### src/rtl/beat_tempo_detector_pkg.sv
// Shared types and helpers for the beat/tempo detector and its divider.
package tempo_pkg;

  typedef enum logic {ARMED, HOLD} det_state_e;

  typedef enum logic [1:0] {D_IDLE, D_RUN, D_DONE} div_state_e;

  // Samples between two beats at a tempo given in tenths of BPM: rate*60*10/bpm_x10.
  function automatic int unsigned interval_for(input int unsigned sample_rate,
                                               input int unsigned bpm_x10);
    return (sample_rate * 600) / bpm_x10;
  endfunction

endpackage

### src/rtl/beat_tempo_detector_if.sv
// Sample-stream input and tempo output bundle of the beat/tempo detector.
interface beat_tempo_detector_if #(
  parameter int DATA_BITS = 21,
  parameter int BPM_BITS  = 12
);
  logic                 data_in_ready;
  logic [DATA_BITS-1:0] data_in;
  logic [DATA_BITS-1:0] threshold;
  logic                 beat_pulse;
  logic [BPM_BITS-1:0]  bpm_x10;
  logic                 bpm_valid;
  logic                 busy;

  modport master (
    output data_in_ready, data_in, threshold,
    input  beat_pulse, bpm_x10, bpm_valid, busy
  );

  modport slave (
    input  data_in_ready, data_in, threshold,
    output beat_pulse, bpm_x10, bpm_valid, busy
  );
endinterface

### src/rtl/beat_tempo_detector_seq_divider.sv
// Restoring unsigned divider, one quotient bit per clock; quotient is held until the next result.
module seq_divider
  import tempo_pkg::*;
#(
  parameter int WIDTH = 32
) (
  input  logic             clk,
  input  logic             rst,
  input  logic             start,
  input  logic [WIDTH-1:0] dividend,
  input  logic [WIDTH-1:0] divisor,
  output logic             busy,
  output logic             done,
  output logic [WIDTH-1:0] quotient
);
  localparam int STEP_W = $clog2(WIDTH);

  div_state_e        state, state_next;
  logic [STEP_W-1:0] step;
  logic [WIDTH-1:0]  rem, quo, dvs;
  logic [WIDTH:0]    trial, diff;

  always_comb begin
    state_next = state;
    case (state)
      D_IDLE:  if (start) state_next = D_RUN;
      D_RUN:   if (step == STEP_W'(WIDTH - 1)) state_next = D_DONE;
      D_DONE:  state_next = D_IDLE;
      default: state_next = D_IDLE;
    endcase
  end

  always_ff @(posedge clk) begin
    if (!rst) begin
      state <= D_IDLE;
      done  <= 1'b0;
    end else begin
      state <= state_next;
      done  <= (state == D_DONE);
    end
  end

  assign busy  = (state != D_IDLE);
  // A set top bit of diff is the borrow: the shifted remainder is below the divisor.
  assign trial = {rem, quo[WIDTH-1]};
  assign diff  = trial - {1'b0, dvs};

  always_ff @(posedge clk) begin
    case (state)
      D_IDLE: if (start) begin
        rem  <= '0;
        quo  <= dividend;
        dvs  <= divisor;
        step <= '0;
      end
      D_RUN: begin
        step <= step + 1'b1;
        if (!diff[WIDTH]) begin
          rem <= diff[WIDTH-1:0];
          quo <= {quo[WIDTH-2:0], 1'b1};
        end else begin
          rem <= trial[WIDTH-1:0];
          quo <= {quo[WIDTH-2:0], 1'b0};
        end
      end
      D_DONE:  quotient <= quo;
      default: ;
    endcase
  end

endmodule

### src/rtl/beat_tempo_detector.sv
// Threshold/hysteresis beat detector; converts beat-to-beat interval into tempo (tenths of BPM).
module beat_tempo_detector
  import tempo_pkg::*;
#(
  parameter int          DATA_BITS     = 21,
  parameter int unsigned SAMPLE_RATE   = 44100,
  parameter int          BPM_BITS      = 12,
  parameter int unsigned MIN_BPM_X10   = 600,
  parameter int unsigned MAX_BPM_X10   = 2000,
  parameter int          INTERVAL_BITS = 18,
  parameter int          HYST_SHIFT    = 3
) (
  input logic                  clk,
  input logic                  rst,
  beat_tempo_detector_if.slave bus
);
  localparam int unsigned NUMERATOR    = SAMPLE_RATE * 600;
  localparam int unsigned MIN_INTERVAL = interval_for(SAMPLE_RATE, MAX_BPM_X10);
  localparam int unsigned MAX_INTERVAL = interval_for(SAMPLE_RATE, MIN_BPM_X10);
  localparam int          DIV_BITS     = 32;
  localparam logic [INTERVAL_BITS-1:0] SAT_COUNT = INTERVAL_BITS'(MAX_INTERVAL + 1);

  function automatic logic [BPM_BITS-1:0] clamp_bpm(input logic [DIV_BITS-1:0] q);
    if (q < DIV_BITS'(MIN_BPM_X10)) return BPM_BITS'(MIN_BPM_X10);
    if (q > DIV_BITS'(MAX_BPM_X10)) return BPM_BITS'(MAX_BPM_X10);
    return q[BPM_BITS-1:0];
  endfunction

  det_state_e               state, state_next;
  logic [INTERVAL_BITS-1:0] count, interval_now;
  logic [DATA_BITS-1:0]     release_level;
  logic                     above, below_release, beat_accept, have_prev;
  logic                     div_start, div_busy, div_done;
  logic [DIV_BITS-1:0]      div_q;
  logic                     beat_pulse_p0, vld_p1;
  logic [BPM_BITS-1:0]      bpm_p1;

  assign release_level = bus.threshold - (bus.threshold >> HYST_SHIFT);
  assign above         = (bus.data_in >= bus.threshold);
  assign below_release = (bus.data_in < release_level);
  // Interval including the current strobe, so beats N samples apart measure N.
  assign interval_now  = (count == SAT_COUNT) ? count : count + 1'b1;

  always_comb begin
    state_next  = state;
    beat_accept = 1'b0;
    if (bus.data_in_ready) begin
      case (state)
        ARMED: if (above && interval_now >= INTERVAL_BITS'(MIN_INTERVAL)) begin
          state_next  = HOLD;
          beat_accept = 1'b1;
        end
        HOLD:    if (below_release) state_next = ARMED;
        default: state_next = ARMED;
      endcase
    end
  end

  always_ff @(posedge clk) begin
    if (!rst) state <= ARMED;
    else      state <= state_next;
  end

  assign div_start = beat_accept && have_prev && !div_busy &&
                     (interval_now <= INTERVAL_BITS'(MAX_INTERVAL));

  // Stage p0: interval bookkeeping and beat pulse on the accepting strobe.
  always_ff @(posedge clk) begin
    if (!rst) begin
      count         <= '0;
      have_prev     <= 1'b0;
      beat_pulse_p0 <= 1'b0;
    end else begin
      beat_pulse_p0 <= beat_accept;
      if (bus.data_in_ready) begin
        if (beat_accept) begin
          count     <= '0;
          have_prev <= 1'b1;
        end else begin
          count <= interval_now;
          if (interval_now == SAT_COUNT) have_prev <= 1'b0;
        end
      end
    end
  end

  seq_divider #(.WIDTH(DIV_BITS)) u_div (
    .clk      (clk),
    .rst      (rst),
    .start    (div_start),
    .dividend (DIV_BITS'(NUMERATOR)),
    .divisor  (DIV_BITS'(interval_now)),
    .busy     (div_busy),
    .done     (div_done),
    .quotient (div_q)
  );

  // Stage p1: clamp and publish the finished quotient.
  always_ff @(posedge clk) begin
    if (!rst) begin
      vld_p1 <= 1'b0;
      bpm_p1 <= '0;
    end else begin
      vld_p1 <= div_done;
      if (div_done) bpm_p1 <= clamp_bpm(div_q);
    end
  end

  assign bus.beat_pulse = beat_pulse_p0;
  assign bus.bpm_x10    = bpm_p1;
  assign bus.bpm_valid  = vld_p1;
  assign bus.busy       = div_busy;

endmodule
### src/flat_wrapper.sv
// flat-port wrapper written by rule: the top's interface ports become plain ports
module beat_tempo_detector_flat import tempo_pkg::*;
#(
  parameter int          DATA_BITS     = 21,
  parameter int unsigned SAMPLE_RATE   = 44100,
  parameter int          BPM_BITS      = 12,
  parameter int unsigned MIN_BPM_X10   = 600,
  parameter int unsigned MAX_BPM_X10   = 2000,
  parameter int          INTERVAL_BITS = 18,
  parameter int          HYST_SHIFT    = 3
)
  (clk, rst, bus_data_in_ready, bus_data_in, bus_threshold, bus_beat_pulse, bus_bpm_x10, bus_bpm_valid, bus_busy);
  beat_tempo_detector_if #(.DATA_BITS(DATA_BITS), .BPM_BITS(BPM_BITS)) bus_i ();
  input logic clk;
  input logic rst;
  input wire logic [$bits(bus_i.data_in_ready)-1:0] bus_data_in_ready;
  input wire logic [$bits(bus_i.data_in)-1:0] bus_data_in;
  input wire logic [$bits(bus_i.threshold)-1:0] bus_threshold;
  output wire logic [$bits(bus_i.beat_pulse)-1:0] bus_beat_pulse;
  output wire logic [$bits(bus_i.bpm_x10)-1:0] bus_bpm_x10;
  output wire logic [$bits(bus_i.bpm_valid)-1:0] bus_bpm_valid;
  output wire logic [$bits(bus_i.busy)-1:0] bus_busy;
  assign bus_i.data_in_ready = bus_data_in_ready;
  assign bus_i.data_in = bus_data_in;
  assign bus_i.threshold = bus_threshold;
  assign bus_beat_pulse = bus_i.beat_pulse;
  assign bus_bpm_x10 = bus_i.bpm_x10;
  assign bus_bpm_valid = bus_i.bpm_valid;
  assign bus_busy = bus_i.busy;
  beat_tempo_detector #(.DATA_BITS(DATA_BITS), .SAMPLE_RATE(SAMPLE_RATE), .BPM_BITS(BPM_BITS), .MIN_BPM_X10(MIN_BPM_X10), .MAX_BPM_X10(MAX_BPM_X10), .INTERVAL_BITS(INTERVAL_BITS), .HYST_SHIFT(HYST_SHIFT)) u_core (.clk(clk), .rst(rst), .bus(bus_i));
endmodule
### config.mk
export PLATFORM = sky130hd
export DESIGN_NAME = beat_tempo_detector_flat
export DESIGN_NICKNAME = d
export VERILOG_FILES = /design/src/rtl/beat_tempo_detector_pkg.sv /design/src/rtl/beat_tempo_detector_if.sv /design/src/rtl/beat_tempo_detector_seq_divider.sv /design/src/rtl/beat_tempo_detector.sv /design/src/flat_wrapper.sv
export SDC_FILE = /design/constraint.sdc
export NUM_CORES = 1
export LEC_CHECK = 0
export CAP_MARGIN = 20
export CORE_UTILIZATION = 65
export DETAILED_ROUTE_END_ITERATION = 10
export GPL_ROUTABILITY_DRIVEN = 0
export GPL_TIMING_DRIVEN = 0
export PLACE_DENSITY_LB_ADDON = 0.3
export SYNTH_ARGS = -nofsm -noshare
export SYNTH_HDL_FRONTEND = slang
export SYNTH_HIERARCHICAL = 1
export SYNTH_SLANG_ARGS = --single-unit
### constraint.sdc
create_clock -name clk -period 14.9 [get_ports clk]
set_input_delay 2.98 -clock clk [delete_from_list [all_inputs] [get_ports clk]]
set_output_delay 2.98 -clock clk [all_outputs]
set_load 0.01 [all_outputs]
==> out/results.txt <==
outcome -> finished clean
die area -> 18200 um^2
crit path kind -> primary input to register
hpwl dp -> 20100 um
slowest library cell on the worst path -> o21ai_4
worst endpoint required time -> 15030 ps
Synth area leaders -> edfxtp_1 35%, ha_1 10%, dfxtp_1 6.4%
Clk Latency, worst-skew pair -> 440 ps
Tmin final -> 6620 ps
post-route total power -> 1.03 mW
DR WL/cell -> 17.6 um
CTS tree -> yes
nets -> 1462
critical path data arrival time -> 6750 ps
Netlist Area Pre-Place -> 11500 um^2
Max Clk Rate -> 151 MHz
Setup TNS -> 0 ps
crit end category -> register
grt total ovfl -> 0
worst min path class -> register to register
Die W -> 135 um
Post-CTS Setup Inserts -> 0
slew of the pin with the lowest slew margin -> 982 ps
synthesized instance count -> 1196
RSZ-0062 raised after global routing -> false
CP peak stage delay -> 800 ps
warnings from Yosys -> 6
max_cap viols -> 0
first-pass GRT wire length -> 43500 um
period utilization -> 44.4%
DRT Wirelength -> 27500 um
I/O pin total -> 60
final number of setup-violating endpoints -> 0
drt initial violations -> 904
Setup Skew -> 8.48 ps
initial antenna violation count -> 0
cell seen most often among critical-path stages -> inv_1
number of flops mapped to enable cells by yosys -> 133
Seq cells post-synth -> 170
normalized max-slew margin -> 34.3%
Vias -> 9647
worst-path fanout max -> 29
Synth Flop Type -> edfxtp_1
most common cell in the netlist -> nand2_1
Site Rows -> 48
sequential fraction of the synthesis area -> 41.2%
DRC -> 0
Port-buffer cells -> 59
H-tree levels -> 4
count of pins over their slew limit -> 0
core area -> 17300 um^2
vias per cell -> 6.19
CTS clock-pin slew for the worst setup and hold paths -> 60 ps
global-route usage over all layers -> 30.7%
clk sink count -> 170
Area growth syn-to-layout -> 14.4%
Syn Area/Cell -> 9.62 um^2
setup slack, reg-to-reg -> 10580 ps
cell taking the most area after synthesis -> edfxtp_1
PwrDens -> 78.2 nW/um^2
number of global-route vias before repair -> 9058
Post-CTS Hold Fix Bufs -> 0
DRT antenna net count -> 0
crit path cell chain -> clkdlybuf4s50_1 > inv_1 > ha_1 > and3_1 > nand3_1 > a211oi_1 > o21ai_0 > a31oi_1 > o211ai_2 > buf_6 > nor3_2 > inv_1 > o21ai_4 > buf_12
DR pass1 iterations -> 7
top cell type's share of synthesized area -> 34.7%
Hold Fails Final Rpt -> 0
P_leak -> 5.12 nW
Num CTS Buffers -> 17
asr flop ratio synth -> 0%
maximum clock path buffer count -> 2
post_cts resized -> 0
Initial Utilization -> 66.5%
Cell variety after synth -> 85
largest net degree at the start of global routing -> 34
share of cells above drive strength 1 -> 9.00%
# diodes -> 0
clk root buf -> clkbuf_16
peak supply drop -> 70.0 uV
top post-synthesis cells by count -> 142 x nand2_1, 133 x edfxtp_1, 95 x ha_1, 87 x a21oi_1, 76 x inv_1
Die H -> 135 um
CP Launch Type -> primary input
logic make-up after synthesis:
kind of cell	after synthesis	share of synthesized area (%)
AOI/OAI and AO/OA	317	19.4
xor gates and xnor gates	57	4.34
adders and majority gates	97	10.7
buffers and inverters	139	5.51
DFF	170	41.2
muxes	3	0.261
other	2	0.0653
and+or+nand+nor	411	18.6
layout by cell type (no fill, tap or decap), types with 5 or more instances in the layout:
| cell | synthesis | final |
|---|---|---|
| a32o_1 | 10 | 10 |
| o21ai_1 | 23 | 23 |
| or3_1 | 6 | 6 |
| clkdlybuf4s50_1 | 0 | 59 |
| xnor2_1 | 32 | 32 |
| buf_2 | 14 | 14 |
| clkbuf_1 | 30 | 32 |
| nor2b_1 | 17 | 16 |
| buf_6 | 9 | 9 |
| o21a_1 | 14 | 14 |
| a21oi_1 | 87 | 87 |
| nand3_1 | 39 | 39 |
| nand2b_1 | 15 | 15 |
| a31o_2 | 5 | 5 |
| nor2_1 | 65 | 64 |
| and2_1 | 9 | 9 |
| a211oi_1 | 10 | 10 |
| ha_1 | 95 | 95 |
| xor2_1 | 25 | 25 |
| or2_2 | 5 | 5 |
| conb_1 | 2 | 46 |
| nor3_1 | 23 | 23 |
| o31ai_1 | 7 | 7 |
| dfxtp_1 | 37 | 37 |
| o211ai_1 | 10 | 10 |
| buf_4 | 7 | 7 |
| a211o_1 | 7 | 7 |
| o211ai_2 | 10 | 10 |
| inv_1 | 76 | 76 |
| clkbuf_16 | 0 | 18 |
| nand3b_1 | 8 | 8 |
| and3_1 | 15 | 15 |
| nand2_1 | 142 | 142 |
| a31oi_1 | 11 | 11 |
| edfxtp_1 | 133 | 133 |
| o21ai_0 | 46 | 45 |
| a21o_1 | 23 | 23 |
| o31ai_2 | 7 | 7 |
| nand4_1 | 23 | 23 |
| nor4_1 | 11 | 11 |
final cells by class:
| class | count | area, um^2 |
|---|---|---|
| clock inverters | 12 | 88.8 |
| clock buffers | 20 | 458 |
| inverters | 76 | 285 |
| well taps | 225 | 282 |
| multi-input cells | 931 | 6320 |
| repair buffers | 61 | 638 |
| plain buffers | 63 | 348 |
| fillers | 1197 | 4140 |
| flip-flops and latches | 170 | 4730 |
worst paths after layout:
path / from / depth (start not counted) / endpoint
max: bus_threshold[9] / 14 / u_core/u_div/quo[28]$_DFFE_PP_
min reg2reg: u_core/bus.bpm_x10[11]$_SDFFE_PN0P_ / 2 / u_core/bus.bpm_x10[11]$_SDFFE_PN0P_
min: u_core/bus.bpm_x10[11]$_SDFFE_PN0P_ / 2 / u_core/bus.bpm_x10[11]$_SDFFE_PN0P_
max reg2reg: u_core/count[0]$_SDFFE_PN0P_ / 14 / u_core/u_div/quo[28]$_DFFE_PP_
metal layers:
| metal | global-route usage (%) | part of all wire, % | vias to the layer above |
|---|---|---|---|
| li1 | - | - | 4624 |
| met4 | 9.74 | 2.0 | 0 |
| met3 | 5.97 | 7.3 | 53 |
| met1 | 38.9 | 41 | 4498 |
| met5 | 0 | 0 | - |
| met2 | 52.7 | 49 | 472 |
flip-flops by register name, summed over array words and instances, names as in the netlist, 2 cells and up:
name / flops
u_core/bus.bpm_x10: 12
u_core/count: 18
u_core/u_div/dvs: 32
u_core/u_div/quo: 32
u_core/u_div/quotient: 32
u_core/u_div/rem: 32
u_core/u_div/state: 2
u_core/u_div/step: 5
where the power goes:
| part | internal (mW) | switching, mW |
|---|---|---|
| combinational | 0.0499 | 0.0573 |
| sequential | 0.507 | 0.00103 |
| clock | 0.225 | 0.189 |
| total | 0.781 | 0.247 |
through the flow:
| stage | util, % | hold WS, ps | setup slack [ps] | std cells | area [um^2] |
|---|---|---|---|---|---|
| detailed placement | 72.9 | 426 | 7870 | 1526 | 12600 |
| global placement | 72.5 | 417 | 1390 | 1524 | 12500 |
| CTS | 76.1 | 435 | 8300 | 1558 | 13200 |
| global route | 76.1 | 452 | 8100 | 1558 | 13200 |
| finish | 76.1 | 437 | 8280 | 1558 | 13200 |
| floorplan | - | 426 | 4940 | 1240 | 11700 |
critical path, delay by kind of cell:
| family | cells | cell delay (ps) |
|---|---|---|
| AO/OA/AOI/OAI | 5 | 1760 |
| adder cells (fa/ha/maj) | 1 | 310 |
| buffers and inverters | 5 | 1160 |
| AND/OR/NAND/NOR | 3 | 510 |
(Power assumes the default switching activity.)
==> RTL change 1, RTL diff (same settings) <==
`INTERVAL_BITS` is set to 18 in 2 places; all go to 20.
--- a/src/rtl/beat_tempo_detector.sv
+++ b/src/rtl/beat_tempo_detector.sv
@@ -8,5 +8,5 @@
   parameter int unsigned MIN_BPM_X10   = 600,
   parameter int unsigned MAX_BPM_X10   = 2000,
-  parameter int          INTERVAL_BITS = 18,
+  parameter int          INTERVAL_BITS = 20,
   parameter int          HYST_SHIFT    = 3
 ) (
--- a/src/flat_wrapper.sv
+++ b/src/flat_wrapper.sv
@@ -7,5 +7,5 @@
   parameter int unsigned MIN_BPM_X10   = 600,
   parameter int unsigned MAX_BPM_X10   = 2000,
-  parameter int          INTERVAL_BITS = 18,
+  parameter int          INTERVAL_BITS = 20,
   parameter int          HYST_SHIFT    = 3
 )
Formal check against the unedited RTL: no difference found for any inputs over 10 cycles, from zero or initial values and one cycle with rst low; that may be too few to reach the edited logic, so the function may still have changed.
==> RTL change 1 against the unedited design <==
  * Via count rose by 3.4%
  * Synthesized cell count rose by 2.7%
  * Worst setup slack got worse by 0.15 ns
  * Synthesized area rose by 1.7%
  * Sequential cell count rose by 2
  * First-iteration DRC count rose by 13%
  * Clock power rose by 14%
  * Power rose by 6.1%
  * Routed wire length rose by 2.6%
  * Clock skew rose by 0.0050 ns
  * Final area rose by 2.2%
  * Critical path type unchanged
==> RTL change 1: results (changes against the unedited design) <==
[outcome]
status = completed

[cts]
cts_resized = 0  ; unchanged
clkTransAtPathRegs_ns = 0.08  ; +0.02 ns
clkSinkCount = 172  ; +1.2%

[synth]
ys_seq_area_frac = 0.4081  ; -0.003622
synth_cell_type_count = 92  ; +8.2%
synth.avg_cell_area_um2 = 9.528  ; -0.91%
yosys-top-cells-area = edfxtp_1 (34%), ha_1 (10%), dfxtp_1 (6.7%), nand2_1 (4.9%), a21oi_1 (4.0%)
yosys_warnings = 6  ; unchanged
yosys-top-cells-count = nand2_1 (154), edfxtp_1 (133), ha_1 (95)

[detailed_routing]
vias = 9971  ; +3.4%
dr.pass1.iters = 7  ; unchanged
routed-wl-met2_mm = 13.84  ; +2.0%
drt-met1-wl_mm = 11.50  ; +1.6%
drt-total-wl_mm = 28.20  ; +2.6%
wl_met3_mm = 2.036  ; +0.89%
drtIter0Drc = 1022  ; +13%

[power]
seq_power_share = 0.470  ; -0.024
comb_power_share = 0.100  ; -0.004
switchingPower_uw = 294.0  ; +19%
ir_drop_v = 0.00008464  ; +21%
leakagePower_nw = 5.355  ; +4.5%
powerSeq_uw = 513  ; +1%

[min_path]
hold_path_end = u_core/u_div/quotient[14]
worstHoldStart = u_core/u_div/quo[14]
worstHoldPathCells = 0  ; -2

[die]
dieArea_um2 = 18540  ; +1.7%

[setup_path]
cp_max_fo = 3  ; -90%
r2r_cells = 15  ; +1
reg2reg_slack_ns = 10.46  ; -0.12 ns
r2r_end = u_core/u_div/quo[15]
critPathMaxStageDelay_ns = 0.52  ; -0.28 ns
regToRegStartpoint = u_core/count[1]
cp_slowest_cell = clkdlybuf4s50_1

[timing]
fin_worst_skew_ns = 0.01351  ; +0.005038 ns
tightest_slew_ns = 1.019  ; +0.03656 ns
hold_slack_ns = 0.4479  ; +0.01120 ns

[layout]
multi_input_area_um2 = 6482  ; +2.5%
buf_share = 0.07242  ; -0.002514
n_all_inverters = 75  ; -1.3%
nNonClkBuffers = 125  ; +0.81%
fin_nets = 1491  ; +2.0%
fillCellCount = 1153  ; -3.7%
final_cells = 1587  ; +1.9%
seq_area_frac = 0.3552  ; -0.004624
nMultiInputCombCells = 958  ; +2.9%
clkCellAreaFrac = 0.04822  ; +0.006662
layout-drive-gt1-share = 0.08590  ; -0.004119
syn2layout_area_growth_pct = 14.89
clkbuf_count = 17  ; -15%

[global_route]
grt_pass1_wl_mm = 45.92  ; +5.6%
grtUsageMet3 = 0.04884  ; -0.01084
use_met2 = 0.5392  ; +0.01171
grt_pass1_vias = 9727  ; +7.4%
grtUsageMet1 = 0.3959  ; +0.006896
grtUsageTotal = 0.3162  ; +0.009355

[placed_design]
dp_hpwl_mm = 20.01  ; -0.39%
port_buffers = 58  ; -1.7%
dpl_worst_slack_ns = 7.662  ; -0.2075 ns
place_area_um2 = 12790  ; +1.4%

[RTL change 1: logic make-up after synthesis]
kind of cell,Yosys count,synth area share
AND/OR/NAND/NOR,438,0.1907
AO/OA/AOI/OAI,306,0.1859
flip-flops,172,0.4081
buffers and inverters,140,0.05358
adder cells (fa/ha/maj),97,0.1050
XOR/XNOR,71,0.05443
other,2,0.0006419
multiplexers,2,0.001711
[RTL change 1: how the worst max path moves through the flow]
stage,cells past startpoint,start,slack [ns],end
2_1_floorplan,10,bus_threshold[20],4.90,u_core/u_div/quo[0]
3_5_place_dp,19,bus_threshold[3],7.66,u_core/state
5_1_grt,19,bus_threshold[3],7.90,u_core/state
6_report,19,bus_threshold[3],8.13,u_core/state
3_3_place_gp,12,bus_threshold[4],1.43,u_core/u_div/quo[25]
4_1_cts,19,bus_threshold[3],8.11,u_core/state
==> RTL change 2, RTL diff (same settings) <==
Without the edit above. Re-encode `div_state_e` (3 states) as one-hot, 3 bits wide.
--- a/src/rtl/beat_tempo_detector_pkg.sv
+++ b/src/rtl/beat_tempo_detector_pkg.sv
@@ -4,5 +4,5 @@
   typedef enum logic {ARMED, HOLD} det_state_e;
 
-  typedef enum logic [1:0] {D_IDLE, D_RUN, D_DONE} div_state_e;
+  typedef enum logic [2:0] {D_IDLE = 3'b001, D_RUN = 3'b010, D_DONE = 3'b100} div_state_e;
 
   // Samples between two beats at a tempo given in tenths of BPM: rate*60*10/bpm_x10.
Check against the original RTL: no difference found for any inputs over 10 cycles, from zero or initial values and one cycle with rst low; not proved beyond that.
==> RTL change 2 against the unedited design <==
  * Synthesized cell count down 2.3%
  * Sequential cell count up 1
  * Power up 4.8%
  * Final area down 1.6%
  * Routed wire length down 2.5%
  * Worst setup slack better by 0.043 ns
  * Synthesized area down 3.1%
  * Largest power group unchanged
==> RTL change 2: results (changes against the unedited design) <==
[outcome]
status = completed

[synth]
synth_cell_type_count = 76  ; -11%
yosys-top-cells-count = nand2_1 (159), edfxtp_1 (133), ha_1 (95)
yosys-top-cells-area = edfxtp_1 (36%), ha_1 (11%), dfxtp_1 (6.8%), nand2_1 (5.4%), a21oi_1 (3.6%)

[power]
p_int_uw = 801.8  ; +2.6%
ir_drop_v = 0.00008876  ; +27%
powerSeq_uw = 510  ; about the same

[layout]
fillCellCount = 1088  ; -9.1%
buf_share = 0.07220  ; -0.002732
nNonClkBuffers = 108  ; -13%
n_all_inverters = 82  ; +7.9%
nMultiInputCombCells = 916  ; -1.6%
clkbuf_count = 17  ; -15%

[detailed_routing]
drt-met1-wl_mm = 11.25  ; -0.61%
dr.pass1.iters = 5  ; -2
vias = 9313  ; -3.5%

[placed_design]
dpl_worst_slack_ns = 7.951  ; +0.08202 ns
dp_hpwl_mm = 19.17  ; -4.6%

[setup_path]
reg2reg_slack_ns = 10.44  ; -0.14 ns
crit_arrival_ns = 6.88  ; +0.13 ns
cp-startpoint = bus_threshold[4]

[timing]
fin_worst_skew_ns = 0.01423  ; +0.005754 ns
tightest_slew_ns = 0.7450  ; -0.2370 ns

[global_route]
grt_pass1_wl_mm = 42.81  ; -1.6%
grtUsageTotal = 0.3091  ; +0.002198

RTL change 2: changes by cell type in the layout (fill, tap and decap cells not counted), moves of 5 or more:
cell | unedited run | this run
nand4_1 | 23 | 16
o21ai_1 | 23 | 3
nand2_1 | 142 | 159
o211ai_2 | 10 | 1
inv_1 | 76 | 82
clkinv_8 | 0 | 5
clkbuf_1 | 32 | 20
a21oi_1 | 87 | 80
o31ai_2 | 7 | 1
mux2i_1 | 3 | 21
nor2_1 | 64 | 86
nand3_1 | 39 | 21
RTL change 2: stage by stage:
step	cell area, um^2	std cells	utilization
floorplan	11300	1212	-
global placement	12170	1491	0.7312
detailed placement	12330	1497	0.7406
CTS	12940	1529	0.7778
global route	12940	1529	0.7778
finish	12940	1529	0.7778
RTL change 2: logic make-up after synthesis:
logic type / synth area share
buffers and inverters: 0.04662
AO/OA/AOI/OAI: 0.1585
flip-flops: 0.4269
AND/OR/NAND/NOR: 0.1907
other: 0.0006743
XOR/XNOR: 0.04639
multiplexers: 0.01988
adder cells (fa/ha/maj): 0.1103
